[src/rtl/chnl_tx_streamer.sv]
// RIFFA channel transmitter: buffers accelerator result words in a small FIFO
// and returns them to the host as a single CHNL_TX transaction.
module chnl_tx_streamer #(
  parameter int C_PCI_DATA_WIDTH = 128,
  parameter int FIFO_DEPTH       = 4,
  parameter int BEAT_CNT_WIDTH   = 30
) (
  input  logic                        CLK,
  input  logic                        RST,
  input  logic                        start,
  input  logic [BEAT_CNT_WIDTH-1:0]   start_beats,
  input  logic [C_PCI_DATA_WIDTH-1:0] in_data,
  input  logic                        in_valid,
  output logic                        in_ready,
  output logic                        busy,
  output logic                        done,
  output logic                        CHNL_TX_CLK,
  output logic                        CHNL_TX,
  input  logic                        CHNL_TX_ACK,
  output logic                        CHNL_TX_LAST,
  output logic [31:0]                 CHNL_TX_LEN,
  output logic [30:0]                 CHNL_TX_OFF,
  output logic [C_PCI_DATA_WIDTH-1:0] CHNL_TX_DATA,
  output logic                        CHNL_TX_DATA_VALID,
  input  logic                        CHNL_TX_DATA_REN
);

  localparam int PTR_W = $clog2(FIFO_DEPTH);
  localparam int CNT_W = PTR_W + 1;
  localparam int WORDS = C_PCI_DATA_WIDTH / 32;

  localparam logic [1:0] S_IDLE = 2'd0;
  localparam logic [1:0] S_REQ  = 2'd1;
  localparam logic [1:0] S_DATA = 2'd2;

  // Handshakes: a word moves on in_valid&in_ready (push) and on
  // CHNL_TX_DATA_VALID&CHNL_TX_DATA_REN (pop), both at the rising CLK edge.
  logic [1:0]                  state_q, state_d;
  logic [BEAT_CNT_WIDTH-1:0]   total_q, total_d;
  logic [BEAT_CNT_WIDTH-1:0]   sent_q, sent_d;
  logic [BEAT_CNT_WIDTH-1:0]   accepted_q, accepted_d;
  logic [31:0]                 len_q, len_d;
  logic                        done_q, done_d;
  logic [PTR_W-1:0]            wr_ptr_q, wr_ptr_d;
  logic [PTR_W-1:0]            rd_ptr_q, rd_ptr_d;
  logic [CNT_W-1:0]            count_q, count_d;
  logic [C_PCI_DATA_WIDTH-1:0] mem_q [FIFO_DEPTH];

  logic fifo_full;
  logic push;
  logic pop;

  assign fifo_full          = (count_q == CNT_W'(FIFO_DEPTH));
  assign busy               = (state_q != S_IDLE);
  // in_ready depends only on registered state, so a push never lands on a full FIFO.
  assign in_ready           = busy && !fifo_full && (accepted_q < total_q);
  assign CHNL_TX_DATA_VALID = (state_q == S_DATA) && (count_q != '0);
  assign push               = in_valid && in_ready;
  assign pop                = CHNL_TX_DATA_VALID && CHNL_TX_DATA_REN;

  assign CHNL_TX_CLK  = CLK;
  assign CHNL_TX      = busy;
  assign CHNL_TX_LAST = 1'b1;
  assign CHNL_TX_OFF  = '0;
  assign CHNL_TX_LEN  = len_q;
  assign CHNL_TX_DATA = mem_q[rd_ptr_q];
  assign done         = done_q;

  always_comb begin
    state_d    = state_q;
    total_d    = total_q;
    sent_d     = sent_q;
    accepted_d = accepted_q;
    len_d      = len_q;
    done_d     = 1'b0;
    wr_ptr_d   = wr_ptr_q;
    rd_ptr_d   = rd_ptr_q;
    count_d    = count_q;

    if (push) begin
      wr_ptr_d   = wr_ptr_q + PTR_W'(1);
      accepted_d = accepted_q + BEAT_CNT_WIDTH'(1);
    end
    if (pop) begin
      rd_ptr_d = rd_ptr_q + PTR_W'(1);
      sent_d   = sent_q + BEAT_CNT_WIDTH'(1);
    end
    if (push && !pop) begin
      count_d = count_q + CNT_W'(1);
    end else if (pop && !push) begin
      count_d = count_q - CNT_W'(1);
    end

    case (state_q)
      S_IDLE: begin
        if (start) begin
          if (start_beats != '0) begin
            total_d    = start_beats;
            len_d      = 32'(start_beats) * 32'(WORDS);
            sent_d     = '0;
            accepted_d = '0;
            state_d    = S_REQ;
          end else begin
            done_d = 1'b1;
          end
        end
      end
      S_REQ: begin
        if (CHNL_TX_ACK) state_d = S_DATA;
      end
      S_DATA: begin
        if (pop && (sent_d == total_q)) begin
          state_d = S_IDLE;
          done_d  = 1'b1;
        end
      end
      default: state_d = S_IDLE;
    endcase
  end

  always_ff @(posedge CLK) begin
    if (RST) begin
      state_q    <= S_IDLE;
      total_q    <= '0;
      sent_q     <= '0;
      accepted_q <= '0;
      len_q      <= '0;
      done_q     <= 1'b0;
      wr_ptr_q   <= '0;
      rd_ptr_q   <= '0;
      count_q    <= '0;
    end else begin
      state_q    <= state_d;
      total_q    <= total_d;
      sent_q     <= sent_d;
      accepted_q <= accepted_d;
      len_q      <= len_d;
      done_q     <= done_d;
      wr_ptr_q   <= wr_ptr_d;
      rd_ptr_q   <= rd_ptr_d;
      count_q    <= count_d;
    end
  end

  // Storage is cleared on reset so CHNL_TX_DATA reads zero afterwards.
  always_ff @(posedge CLK) begin
    if (RST) begin
      for (int i = 0; i < FIFO_DEPTH; i++) mem_q[i] <= '0;
    end else if (push) begin
      mem_q[wr_ptr_q] <= in_data;
    end
  end

endmodule

[config.mk]
export PLATFORM = sky130hd
export DESIGN_NAME = chnl_tx_streamer
export DESIGN_NICKNAME = d
export VERILOG_FILES = /design/src/rtl/chnl_tx_streamer.sv
export SDC_FILE = /design/constraint.sdc
export NUM_CORES = 1
export LEC_CHECK = 0
export BUFFER_PORTS_ARGS = -buffer_cell sky130_fd_sc_hd__buf_2
export CORE_MARGIN = 3
export CORE_UTILIZATION = 60
export CTS_BUF_LIST = sky130_fd_sc_hd__clkbuf_8
export DETAILED_ROUTE_END_ITERATION = 10
export PLACE_DENSITY = 0.82
export SYNTH_ARGS = -nofsm -noshare
export SYNTH_HDL_FRONTEND = slang
export SYNTH_SLANG_ARGS = --single-unit
[constraint.sdc]
create_clock -name CLK -period 6.4 [get_ports CLK]
set_clock_uncertainty 0.2 [all_clocks]
set_input_delay 1.28 -clock CLK [delete_from_list [all_inputs] [get_ports CLK]]
set_output_delay 1.28 -clock CLK [all_outputs]
set_load 0.005 [all_outputs]
======== Yosys cells after proc, flatten, opt, wreduce, memory -nomap -nowiden ========
Memories as Yosys holds them, arrays and structs flattened. A register that Yosys moved wholly into a read port is not among the register bits.
Index checks and enable logic that the tools add are counted.
W data, S select, Z words.
storage, ports and cells
  RAM bits ................................ 512
  input port bits ......................... 164
  memories ................................ 1
  register bits after elaboration ......... 100
operators by class
  add/subtract/negate cells ............... 6
  equality and inequality tests ........... 8
  multiplexer cells ....................... 29
  reductions and logical operators ........ 19
  $lt $le $gt $ge ......................... 1
memories
  name   words  bits a word  read ports  clocked after memory_dff  write ports  RTL line  RTL
  mem_q  4      128          1           1                         4            47        logic [C_PCI_DATA_WIDTH-1:0] mem_q [FIFO_DEPTH];
operator list
  operator                 number
  $mux W30                 8
  $mux W128                1
  $reduce_or A128 Y1       1
  $add A30 B1 Y30 const B  2
  $eq A30 B30 Y1           1
  $lt A30 B30 Y1           1
  $reduce_bool A30 Y1      1
  $mux W2                  7
  $mux W1                  9
  $logic_and A1 B1 Y1      8
  $mux W3                  2
  $ne A2 B2 Y1 const B     3
  $pmux W2 S3              1
  $add A2 B1 Y2 const B    2
  $reduce_and A4 Y1        1
  $reduce_bool A2 Y1       2
  $add A3 B1 Y3 const B    1
  $eq A3 B3 Y1 const B     1
  $logic_not A1 Y1         3
  $reduce_and A3 Y1        1
  $reduce_bool A3 Y1       1
  $sub A3 B1 Y3 const B    1
  $eq A2 B1 Y1 const B     1
  $eq A2 B2 Y1 const B     1
  other kinds (3)          3

======== Longest topological paths before layout ========
  word-level depth ........................ 10
  gate-level depth with buffers ........... 17
  depth with buffers taken out ............ 15

==> Flow_metrics.wiki <==
{| class="wikitable"
! Metric !! Value
|-
| Gr usage total || 27.9%
|-
| Largest fanout on the critical path || 69
|-
| Placed Cells incl. Taps || 2836
|-
| Number of nets still failing antenna checks after routing || 0
|-
| Number of standard cells in the layout, taps in and fillers out || 3031
|-
| Max-slew violation count || 0
|-
| Crit path time final || 5040 ps
|-
| Number of resized instances in the post-cts repair step || 0
|-
| Period utilization || 78.8%
|-
| Fraction of post-synthesis cell area in the top cell type by area || 54.3%
|-
| DRT Pass-1 Iters || 5
|-
| Worst hold endpoint || accepted_q[26]$_SDFF_PP0_
|-
| Number of synthesized flops with an enable pin || 512
|-
| Kind of start point of the critical path || flip-flop
|-
| Share of layout cells above drive strength 1 || 26.5%
|-
| Syn avg cell area || 14.1 µm²
|-
| Worst reg-to-reg path cell count || 11
|-
| Worst min-delay path category || flip-flop to flip-flop
|-
| Routed wire length || 69500 µm
|-
| Number of endpoints with negative hold slack in the final report || 0
|-
| Register cell area after layout || 17400 µm²
|-
| Portion of the post-synthesis area used by sequential elements || 61.5%
|-
| Max Freq || 198 MHz
|-
| Commonest non-fill, non-tap cells in the layout || 525 x and2_1, 512 x edfxtp_1, 327 x buf_2
|-
| Register bit count reported by yosys || 614
|-
| Aggregate global routing overflow || 0
|-
| Routed via count || 17800
|-
| Hold buffer count at CTS || 0
|-
| Data required time of the critical path || 6600 ps
|-
| Buffers inserted during post-CTS setup optimization || 0
|-
| Post-Syn Instances || 2010
|-
| Post-route setup TNS || 0 ps
|-
| Maximum resistive drop on vdd || 0.217 mV
|-
| Max-capacitance violation count || 0
|-
| Fin worst setup slack || 1360 ps
|-
| Number of antenna violations at the first check in global routing || 19
|-
| Routed wire per std cell || 22.9 µm
|-
| RSZ-0062 raised after global routing || no
|-
| Power density relative to cell area || 264 nW/µm²
|-
| Starting utilization of the core area || 61.6%
|-
| Startpoint of the worst hold path || accepted_q[26]$_SDFF_PP0_
|-
| CTS tree || yes
|-
| Leading cell types by total area after synthesis || edfxtp_1 54%, and2_1 12%, mux4_2 10%
|-
| Global placement routability congestion || 0.953
|-
| Number of global-route vias before repair || 18400
|-
| Filler cells || 3080
|-
| Post-layout net count || 2535
|-
| Number of warnings printed during yosys synthesis || 0
|-
| Multi-input gate area in the final layout || 10100 µm²
|-
| Leading area contributor after synthesis || edfxtp_1
|-
| Hold Path Stages || 2
|-
| Register-to-register setup slack || 1360 ps
|-
| Hold WS || 317 ps
|-
| Leakage power || 12.6 nW
|-
| Launching point of the worst reg2reg path || CHNL_TX_LEN[28]$_SDFFE_PP0P_
|-
| First-pass GRT wire length || 106000 µm
|-
| Estimated wirelength of the detail-placed design || 44500 µm
|-
| Die X || 223 µm
|-
| Most used DFF post-synth || edfxtp_1
|-
| Pin count of the biggest net entering global routing || 107
|-
| Tightest slew margin relative to the limit || 22.6%
|-
| Row Count || 78
|-
| Area of the die || 49800 µm²
|-
| Core area || 46000 µm²
|-
| Count of pins on the block boundary || 362
|-
| Chip Height || 223 µm
|-
| Summed instance area of the synthesized netlist || 28300 µm²
|-
| Number of setup violations in the final report || 0
|-
| DRC Markers || 0
|-
| Clock latency at the later pin of the worst-skew pair || 770 ps
|-
| CP arrival || 5240 ps
|-
| Port buffer count || 327
|-
| Final core area utilization || 70.2%
|-
| Worst R2R End || mem_q[0][77]$_SDFFCE_PN0P_
|-
| Outcome || completed
|-
| Critical Path End Type || flip-flop
|-
| Asr flop ratio synth || 0%
|-
| Layout overhead on the synthesized area || 14.0%
|-
| Number of unique standard cell types used by synthesis || 81
|-
| Leading cell type in the layout, fill and taps excluded || and2_1
|-
| Clock slew at reported path FFs || 60 ps
|-
| Worst-margin pin slew || 1160 ps
|-
| Detailed router's first-iteration violation count || 1525
|-
| Pre-CTS setup slack || 1360 ps
|-
| Via density per instance || 5.86
|-
| Worst setup path class || flip-flop to flip-flop
|}
-- kinds of logic after synthesis --
logic type / share of synthesized area, %
adder cells (fa/ha/maj): 1.49
multiplexers: 11.3
buffers and inverters: 3.31
other: 0.0265
XOR/XNOR: 2.39
AND/OR/NAND/NOR: 17.6
flip-flops: 61.5
AO/OA/AOI/OAI: 2.34
-- how the worst max path moves through the flow --
stage | from | end | cells after the start
after CTS | CHNL_TX_LEN[28]$_SDFFE_PP0P_ | mem_q[0][77]$_SDFFCE_PN0P_ | 11
after floorplan | CHNL_TX_LEN[29]$_SDFFE_PP0P_ | mem_q[3][0]$_DFFE_PP_ | 10
final | CHNL_TX_LEN[28]$_SDFFE_PP0P_ | mem_q[0][77]$_SDFFCE_PN0P_ | 11
after detailed placement | CHNL_TX_LEN[28]$_SDFFE_PP0P_ | mem_q[0][13]$_SDFFCE_PN0P_ | 11
after global placement | CHNL_TX_LEN[28]$_SDFFE_PP0P_ | mem_q[0][13]$_SDFFCE_PN0P_ | 11
after global routing | CHNL_TX_LEN[28]$_SDFFE_PP0P_ | mem_q[0][7]$_SDFFCE_PN0P_ | 11
-- metal layers --
| metal | share of wire [%] | vias up | track usage (%) |
|---|---|---|---|
| met5 | 0.12 | - | 0 |
| met4 | 3.5 | 14 | 11.5 |
| met3 | 8.0 | 157 | 6.45 |
| met2 | 50 | 791 | 45.8 |
| met1 | 38 | 8843 | 36.2 |
| li1 | - | 7969 | - |
-- synth_stat cells, types with 29 or more instances --
cell	n
nor2_1	103
buf_4	38
and2_1	525
dfxtp_1	102
mux2i_1	33
nor4_1	29
inv_1	42
xnor2_1	50
ha_1	32
clkbuf_1	91
mux4_2	128
nand3_1	33
edfxtp_1	512
-- state kept, by name (all words and copies together), names as in the netlist, named ones only --
register     cells
mem_q          512
CHNL_TX_LEN     30
accepted_q      30
sent_q          30
count_q          3
rd_ptr_q         2
state_q          2
wr_ptr_q         2
done             1
-- worst max-delay path, stage by stage (launching register included) --
cell	delay [ps]
dfxtp_1	500
inv_1	100
ha_1	200
a21o_1	170
a21o_1	170
a2111oi_0	430
o221a_2	320
nand2_2	240
nor3_4	210
and3_4	730
or2_4	540
buf_4	750
-- power breakdown --
part	internal [mW]	switching (mW)	leakage, nW	total, mW
sequential	4.53	0.0809	6.12	4.61
clock	1.67	1.54	1.07	3.21
combinational	0.289	0.404	5.38	0.693
-- cell type report --
cell class / count / share of cell area, %
inverters: 43 / 0.500
multi-input cells: 1229 / 31.4
clock buffers: 105 / 4.45
repair buffers: 349 / 5.86
clock inverters: 75 / 1.35
flip-flops and latches: 614 / 54.0
well taps: 600 / 2.33
diodes: 16 / 0.124
-- through the flow --
stage               cell area [µm²]  total power, mW
detailed placement            30400             5.39
floorplan                     28400             5.08
global route                  32300             8.83
finish                        32300             8.51
global placement              30400             5.36
CTS                           32200             8.57
No activity file was read; power rests on OpenSTA's default activity.
